[src/rtl/lsu_mem_master_pkg.sv]
// Shared widths, RISC-V width codes, response error codes and FSM encoding
// for the load/store memory master.
package lsu_mem_master_pkg;

  localparam int unsigned XLEN          = 32;
  localparam int unsigned MEM_WORDS_DEF = 1024;

  localparam logic [2:0] F3_B  = 3'b000;
  localparam logic [2:0] F3_H  = 3'b001;
  localparam logic [2:0] F3_W  = 3'b010;
  localparam logic [2:0] F3_BU = 3'b100;
  localparam logic [2:0] F3_HU = 3'b101;

  localparam logic [1:0] ERR_OK       = 2'b00;
  localparam logic [1:0] ERR_MISALIGN = 2'b01;
  localparam logic [1:0] ERR_ILLEGAL  = 2'b10;
  localparam logic [1:0] ERR_RANGE    = 2'b11;

  typedef enum logic [2:0] {
    ST_IDLE     = 3'd0,
    ST_LOAD     = 3'd1,
    ST_STORE_RD = 3'd2,
    ST_STORE_WR = 3'd3,
    ST_RESP     = 3'd4
  } state_t;

endpackage

[src/rtl/lsu_mem_master_lane_align.sv]
// Byte/halfword lane handling: load extraction with sign/zero extension and
// sub-word merge of store data into a memory word.
module lsu_lane_align
  import lsu_mem_master_pkg::*;
(
  input  logic [2:0]      i_funct3,
  input  logic [1:0]      i_addr_lo,
  input  logic [XLEN-1:0] i_word,
  input  logic [15:0]     i_wdata,
  output logic [XLEN-1:0] o_load_c,
  output logic [XLEN-1:0] o_merge_c
);

  logic [4:0]  w_byte_sh;
  logic [4:0]  w_half_sh;
  logic [7:0]  w_byte;
  logic [15:0] w_half;

  assign w_byte_sh = {i_addr_lo, 3'b000};
  assign w_half_sh = {i_addr_lo[1], 4'b0000};
  assign w_byte    = 8'(i_word >> w_byte_sh);
  assign w_half    = 16'(i_word >> w_half_sh);

  always_comb begin
    o_load_c = i_word;
    case (i_funct3)
      F3_B:    o_load_c = {{(XLEN-8){w_byte[7]}}, w_byte};
      F3_BU:   o_load_c = {{(XLEN-8){1'b0}}, w_byte};
      F3_H:    o_load_c = {{(XLEN-16){w_half[15]}}, w_half};
      F3_HU:   o_load_c = {{(XLEN-16){1'b0}}, w_half};
      default: o_load_c = i_word;
    endcase
  end

  // Clear the target lane, then OR in the right-aligned store data.
  always_comb begin
    o_merge_c = i_word;
    case (i_funct3)
      F3_B: o_merge_c = (i_word & ~(XLEN'(8'hFF) << w_byte_sh))
                        | (XLEN'(i_wdata[7:0]) << w_byte_sh);
      F3_H: o_merge_c = (i_word & ~(XLEN'(16'hFFFF) << w_half_sh))
                        | (XLEN'(i_wdata) << w_half_sh);
      default: o_merge_c = i_word;
    endcase
  end

endmodule

[src/rtl/lsu_mem_master.sv]
// Load/store initiator: latches one request, checks it, and drives word
// reads/writes (read-modify-write for sub-word stores) to main memory.
module lsu_mem_master
  import lsu_mem_master_pkg::*;
#(
  parameter int unsigned MEM_WORDS = MEM_WORDS_DEF
)(
  input  logic            clk,
  input  logic            rst,
  input  logic            req_valid,
  output logic            req_ready,
  input  logic            req_we,
  input  logic [2:0]      req_funct3,
  input  logic [XLEN-1:0] req_addr,
  input  logic [XLEN-1:0] req_wdata,
  output logic            resp_valid,
  output logic [XLEN-1:0] resp_rdata,
  output logic [1:0]      resp_err,
  output logic            mem_read_en,
  output logic            mem_write_en,
  output logic [XLEN-1:0] mem_addr,
  output logic [XLEN-1:0] mem_wdata,
  input  logic [XLEN-1:0] mem_rdata
);

  localparam int unsigned IDX_W = XLEN - 2;

  state_t           r_state;
  logic [2:0]       r_funct3;
  logic [1:0]       r_addr_lo;
  logic [15:0]      r_wdata;
  logic [XLEN-1:0]  r_rdata;
  logic [1:0]       r_err;

  logic             w_accept;
  logic             w_legal_st;
  logic             w_legal_ld;
  logic             w_illegal;
  logic             w_misalign;
  logic             w_range;
  logic [IDX_W-1:0] w_idx;
  logic [XLEN-1:0]  w_load;
  logic [XLEN-1:0]  w_merge;

  assign w_accept   = req_valid & req_ready;
  assign w_idx      = req_addr[XLEN-1:2];
  assign w_legal_st = (req_funct3 == F3_B) || (req_funct3 == F3_H) || (req_funct3 == F3_W);
  assign w_legal_ld = w_legal_st || (req_funct3 == F3_BU) || (req_funct3 == F3_HU);
  assign w_illegal  = req_we ? !w_legal_st : !w_legal_ld;
  assign w_misalign = (((req_funct3 == F3_H) || (req_funct3 == F3_HU)) && req_addr[0])
                    || ((req_funct3 == F3_W) && (req_addr[1:0] != 2'b00));
  assign w_range    = (w_idx >= IDX_W'(MEM_WORDS));

  lsu_lane_align u_lane_align (
    .i_funct3  (r_funct3),
    .i_addr_lo (r_addr_lo),
    .i_word    (mem_rdata),
    .i_wdata   (r_wdata),
    .o_load_c  (w_load),
    .o_merge_c (w_merge)
  );

  always_ff @(posedge clk or posedge rst) begin
    if (rst) begin
      r_state      <= ST_IDLE;
      r_funct3     <= F3_B;
      r_addr_lo    <= 2'b00;
      r_wdata      <= '0;
      r_rdata      <= '0;
      r_err        <= ERR_OK;
      req_ready    <= 1'b1;
      resp_valid   <= 1'b0;
      resp_rdata   <= '0;
      resp_err     <= ERR_OK;
      mem_read_en  <= 1'b0;
      mem_write_en <= 1'b0;
      mem_addr     <= '0;
      mem_wdata    <= '0;
    end else begin
      resp_valid <= 1'b0;
      case (r_state)
        ST_IDLE: begin
          if (w_accept) begin
            req_ready <= 1'b0;
            r_funct3  <= req_funct3;
            r_addr_lo <= req_addr[1:0];
            r_wdata   <= req_wdata[15:0];
            r_rdata   <= '0;
            r_err     <= ERR_OK;
            mem_addr  <= XLEN'(w_idx);
            // Error priority: illegal width, then alignment, then range.
            if (w_illegal) begin
              r_err   <= ERR_ILLEGAL;
              r_state <= ST_RESP;
            end else if (w_misalign) begin
              r_err   <= ERR_MISALIGN;
              r_state <= ST_RESP;
            end else if (w_range) begin
              r_err   <= ERR_RANGE;
              r_state <= ST_RESP;
            end else if (!req_we) begin
              mem_read_en <= 1'b1;
              r_state     <= ST_LOAD;
            end else if (req_funct3 == F3_W) begin
              mem_write_en <= 1'b1;
              mem_wdata    <= req_wdata;
              r_state      <= ST_STORE_WR;
            end else begin
              mem_read_en <= 1'b1;
              r_state     <= ST_STORE_RD;
            end
          end
        end
        ST_LOAD: begin
          mem_read_en <= 1'b0;
          r_rdata     <= w_load;
          r_state     <= ST_RESP;
        end
        ST_STORE_RD: begin
          mem_read_en  <= 1'b0;
          mem_wdata    <= w_merge;
          mem_write_en <= 1'b1;
          r_state      <= ST_STORE_WR;
        end
        ST_STORE_WR: begin
          mem_write_en <= 1'b0;
          r_state      <= ST_RESP;
        end
        ST_RESP: begin
          resp_valid <= 1'b1;
          resp_rdata <= r_rdata;
          resp_err   <= r_err;
          req_ready  <= 1'b1;
          r_state    <= ST_IDLE;
        end
        default: begin
          req_ready <= 1'b1;
          r_state   <= ST_IDLE;
        end
      endcase
    end
  end

endmodule

[config.mk]
export PLATFORM = sky130hd
export DESIGN_NAME = lsu_mem_master
export DESIGN_NICKNAME = d
export VERILOG_FILES = /design/src/rtl/lsu_mem_master_pkg.sv /design/src/rtl/lsu_mem_master_lane_align.sv /design/src/rtl/lsu_mem_master.sv
export SDC_FILE = /design/constraint.sdc
export NUM_CORES = 1
export LEC_CHECK = 0
export CAP_MARGIN = 10
export CORE_AREA = 2 2 136 138
export CTS_BUF_LIST = sky130_fd_sc_hd__clkbuf_16
export CTS_CLUSTER_DIAMETER = 80
export DETAILED_ROUTE_END_ITERATION = 6
export DIE_AREA = 0 0 138 140
export PLACE_DENSITY = 0.73
export SETUP_SLACK_MARGIN = 0.15
export SLEW_MARGIN = 20
export SYNTH_ARGS = -nofsm -noshare
export SYNTH_HDL_FRONTEND = slang
export SYNTH_HIERARCHICAL = 1
export SYNTH_SLANG_ARGS = --single-unit
[constraint.sdc]
create_clock -name clk -period 15.35 [get_ports clk]
set_input_delay 3.07 -clock clk [delete_from_list [all_inputs] [get_ports clk]]
set_output_delay 3.07 -clock clk [all_outputs]
set_load 0.005 [all_outputs]
* Word-level counts from Yosys, hierarchy flattened *
Index checks and enable logic that the tools add are counted.

word-level totals
  register bits = 158
  output and inout bits = 102
  input bits = 103

operators by class
  reduce and logical (&&, ||, !) cells = 27
  muxes and demuxes = 39
  eq/ne operators = 18
  order comparisons = 1
  shift operators = 6
  bitwise operators = 8

operators with widths
  cell                     count
  $mux W32                 7
  $pmux W32 S2             3
  $pmux W32 S4             1
  $and A32 B32 Y32         2
  $not A32 Y32             2
  $or A32 B32 Y32          2
  $shl A16 B5 Y32          1
  $shl A16 B5 Y32 const A  1
  $shl A8 B5 Y32           1
  $shl A8 B5 Y32 const A   1
  $shr A32 B5 Y16          1
  $shr A32 B5 Y8           1
  $ge A30 B11 Y1 const B   1
  $mux W1                  16
  $eq A3 B3 Y1 const B     5
  $reduce_and A7 Y1        2
  $mux W3                  4
  $ne A2 B2 Y1 const B     6
  $eq A3 B1 Y1 const B     3
  $eq A3 B2 Y1 const B     3
  $logic_not A3 Y1         3
  $pmux W3 S3              1
  $mux W2                  4
  $reduce_bool A2 Y1       4
  other kinds (13)         24

* Depth between registers and ports, before layout *
  depth in word-level cells = 10
  gate-level depth with buffers = 8

* Modules after synthesis *
The synthesis kept the hierarchy.

by module, submodules not included
  module          area an instance (µm²)  seq. area each (µm²)  cells each  instances
  lsu_mem_master  6,666.4                 3,955.0               574         1
  lsu_lane_align  1,267.5                 0.0                   199         1

* Worst setup path before layout *
No wires, ideal clock.

  path kind = input port to flip-flop
  start point = input port req_addr[27]
  end point = register r_state[1]
  path buffers = 1
  arrival = 4,521 ps
  library setup time = 90 ps
  slack = 10,739 ps
  stages = 5
  cells stage by stage = or4_4 > a211o_1 > buf_2 > or3_4 > o31ai_4

between the ends
  longest elaborated chain between the ends = 6

ends and longest elaborated chain
  item                  RTL line               text
  start, declared       lsu_mem_master.sv:14   input logic [XLEN-1:0] req_addr,
  $ge A30 B11 Y1        lsu_mem_master.sv:52   assign w_range = (w_idx >= IDX_W'(MEM_WORDS));
  $mux W3               lsu_mem_master.sv:98   end else if (w_range) begin
  $mux W3               lsu_mem_master.sv:95   end else if (w_misalign) begin
  $mux W3               lsu_mem_master.sv:92   if (w_illegal) begin
  $mux W3               lsu_mem_master.sv:83   if (w_accept) begin
  $pmux W3 S3           lsu_mem_master.sv:81   case (r_state)
  end signal, assigned  lsu_mem_master.sv:94   r_state <= ST_RESP;
  end signal, assigned  lsu_mem_master.sv:97   r_state <= ST_RESP;
  end signal, assigned  lsu_mem_master.sv:100  r_state <= ST_RESP;
  end, declared         lsu_mem_master.sv:28   state_t r_state;

Every way passes these cells. The select of a mux whose other input is x is not followed.
A chain may end at the register's enable or synchronous reset.

* Final worst setup path *
  start point = input port req_valid
  end point = register mem_addr[17]

between the ends
  longest elaborated chain between the ends = 2

ends and longest elaborated chain
  item                         RTL line              text
  start, declared              lsu_mem_master.sv:10  input logic req_valid,
  $and A1 B1 Y1                lsu_mem_master.sv:45  assign w_accept = req_valid & req_ready;
  $reduce_and A2 Y1 (no line)  --
  end signal, assigned         lsu_mem_master.sv:90  mem_addr <= XLEN'(w_idx);
  end, declared                lsu_mem_master.sv:21  output logic [XLEN-1:0] mem_addr,

Every way passes these cells.

==> results.md <==
- Die ar.: 19300 um^2
- Origin of the worst min-delay path: r_rdata[1]
- Count leader, synth: dfrtp_1
- Grt ovf: 0
- Tcrit/Tclk final: 32.0%
- Largest area contributor in the netlist: dfrtp_1
- Initial DRC count: 543
- Via count of the first global-routing pass: 6579
- CP startpoint: req_valid
- RSZ-0062 raised after global routing: false
- Most common flop cell mapped by yosys: dfrtp_1
- Fmax: 203 MHz
- DR pass1 iterations: 5
- Synth top area share: 49.5%
- Largest net degree at the start of global routing: 93
- Post-CTS sizing: 0
- Clock Root Buffer: clkbuf_16
- Seq/Total Area, Yosys: 49.9%
- Cts hold-fix bufs: 0
- # IOs: 205
- Hold WC Path Type: flop to flop
- Crit path DAT: 5.22 ns
- Final setup viols: 0
- Core box area: 17800 um^2
- Clk buf depth: 2
- Height of the die: 140 um
- Final min period: 4.91 ns
- # H-tree levels: 4
- Vias: 6891
- Via density: 5.83
- Die X: 138 um
- CTS Buf Count: 17
- All-Layer GR Usage: 24.0%
- CP top delay family: buffers and inverters
- Setup TNS: 0 ns
- Netlist cell types: 58
- Share of layout cells above drive strength 1: 17.2%
- Avg Cell Area, Syn: 10.3 um^2
- Setup Skew: 0.00919 ns
- Final hold violation count: 0
- CP Launch Type: primary input
- Slowest CP cell: buf_4
- Hpwl dp: 16300 um
- Gate Count Post-Synth: 773
- CP Max Fanout: 49
- GPL Wtd Cong: 0.892
- CTS tree: built
- PortBufs: 202
- Area growth syn-to-layout: 35.6%
- Final antenna-violating net count: 0
- WP buf/inv: 2
- Synth top cells by count: 157 x dfrtp_1, 113 x nand2_1, 101 x mux2_2
- Fill cell count: 1544
- Drt drc: 0
- Reg clk slew, reported paths: 0.06 ns
- Multi-input gate area: 3690 um^2
- First-pass GRT wire length: 36800 um
- Slew HR: 26.9%
- Power Density: 154 nW/um^2
- # diodes: 0
- VDD IR max: 0.102 mV
- Status: complete, no violations
- Ys async rst share: 100%
- Setup Buffers After CTS: 0
- Max Slew Vio Count: 0
- Cell Area, Synth: 7930 um^2
- Worst-path cell chain: clkdlybuf4s50_1 -> nand4bb_1 -> nor2_4 -> buf_4 -> mux2_2
- EDFF count, synth: 0
- Post-DR wirelength/cell: 19.9 um
- Slew at the pin with the worst max-slew slack: 1.09 ns
- Synth Register Bits: 158
- Initial antenna violation count: 0
- Max incr delay on CP: 0.53 ns
- Register area: 3960 um^2
- Fin nets: 1043
- Lkg Pwr: 4.55 nW
- Core Util, Final: 60.5%
- Post-Route WL: 23500 um
- MaxCap Viol Count: 0
- Number of cell rows: 49
- Pwr Total: 0.00166 W
- Setup CP Type: primary input to flop
- CP Capture Type: flop
- Sinks on the clock net: 158
- Worst-Skew Late Latency: 0.43 ns
- Synth area leaders: dfrtp_1 50%, mux2_2 14%, nand2_1 5.3%
- Worst r2r src: r_addr_lo[1]
- Worst EP required: 15.66 ns
- Initial core utilization: 44.6%
- Synth warn: 6
-- cells in the final DEF, fill, tap and decap left out, drive strengths merged, types with 3 or more instances in the layout --
cell and n:
clkdlybuf4s50 202, dfrtp 157, nand2 114, mux2 101
nor2 51, o21ai 49, o31ai 34, nand4 33
a31oi 33, a22oi 22, a21oi 17, clkbuf 17
buf 12, and3 9, a22o 9, a21o 9
nor2b 8, bufinv 7, inv 7, clkinv 7
a221o 6, nor4 4, nor3 4, nand2b 4
and2 3, mux2i 3, or3 3
-- cells by family (layout without fill, tap and decap cells) --
kind of cell           Yosys count  count (layout)  synth area share, %
DFF                            158             158                 49.9
buffers and inverters           73             252                 4.05
other                            1               2               0.0473
AOI/OAI and AO/OA              192             192                 16.4
muxes                          105             105                 15.0
and+or+nand+nor                244             244                 14.7
-- layer usage --
metal	vias to the layer above	routed length (um)	track usage (%)
met5	-	0	0
met4	0	290	5.91
met3	24	2020	5.57
met2	338	11100	37.8
met1	3384	10100	33.9
li1	3145	-	-
-- final timing paths --
check                                 to  slack, ns  depth (start not counted)
setup / recovery            mem_addr[17]      10.44                          5
hold / removal             resp_rdata[1]       0.50                          1
setup reg to reg           mem_wdata[12]      12.80                          5
hold reg to reg            resp_rdata[1]       0.50                          1
max in group asynchronous    r_rdata[19]      10.76                          3
min in group asynchronous    r_funct3[2]       3.19                          2
-- state kept, by name, indices dropped and copies added (netlist names) --
signal,cells
mem_wdata,32
r_rdata,32
resp_rdata,32
mem_addr,30
r_wdata,16
r_funct3,3
r_state,3
r_addr_lo,2
r_err,2
resp_err,2
mem_read_en,1
mem_write_en,1
req_ready,1
resp_valid,1
-- stage by stage --
| step | worst slack, ns | std cells | instance area, um^2 | hold slack, ns |
|---|---|---|---|---|
| 3_3_place_gp | 10.04 | 1150 | 10100 | 0.487 |
| 3_5_place_dp | 10.01 | 1150 | 10100 | 0.491 |
| 2_1_floorplan | 8.02 | 774 | 7940 | 0.467 |
| 6_report | 10.44 | 1182 | 10800 | 0.502 |
| 5_1_grt | 10.31 | 1182 | 10800 | 0.525 |
| 4_1_cts | 10.45 | 1182 | 10800 | 0.505 |
-- power breakdown --
group          switching, W  internal [W]
registers         0.0000883      0.000524
clock network      0.000175      0.000322
logic              0.000239      0.000311
total              0.000503       0.00116
-- cell type report --
type,count,area share (%)
clock buffers,17,3.95
clock inverters,15,2.49
inverters,6,0.256
multi-input cells,543,34.3
flip-flops and latches,158,36.8
well taps,229,2.66
repair buffers,214,19.6
(Power assumes the default switching activity.)
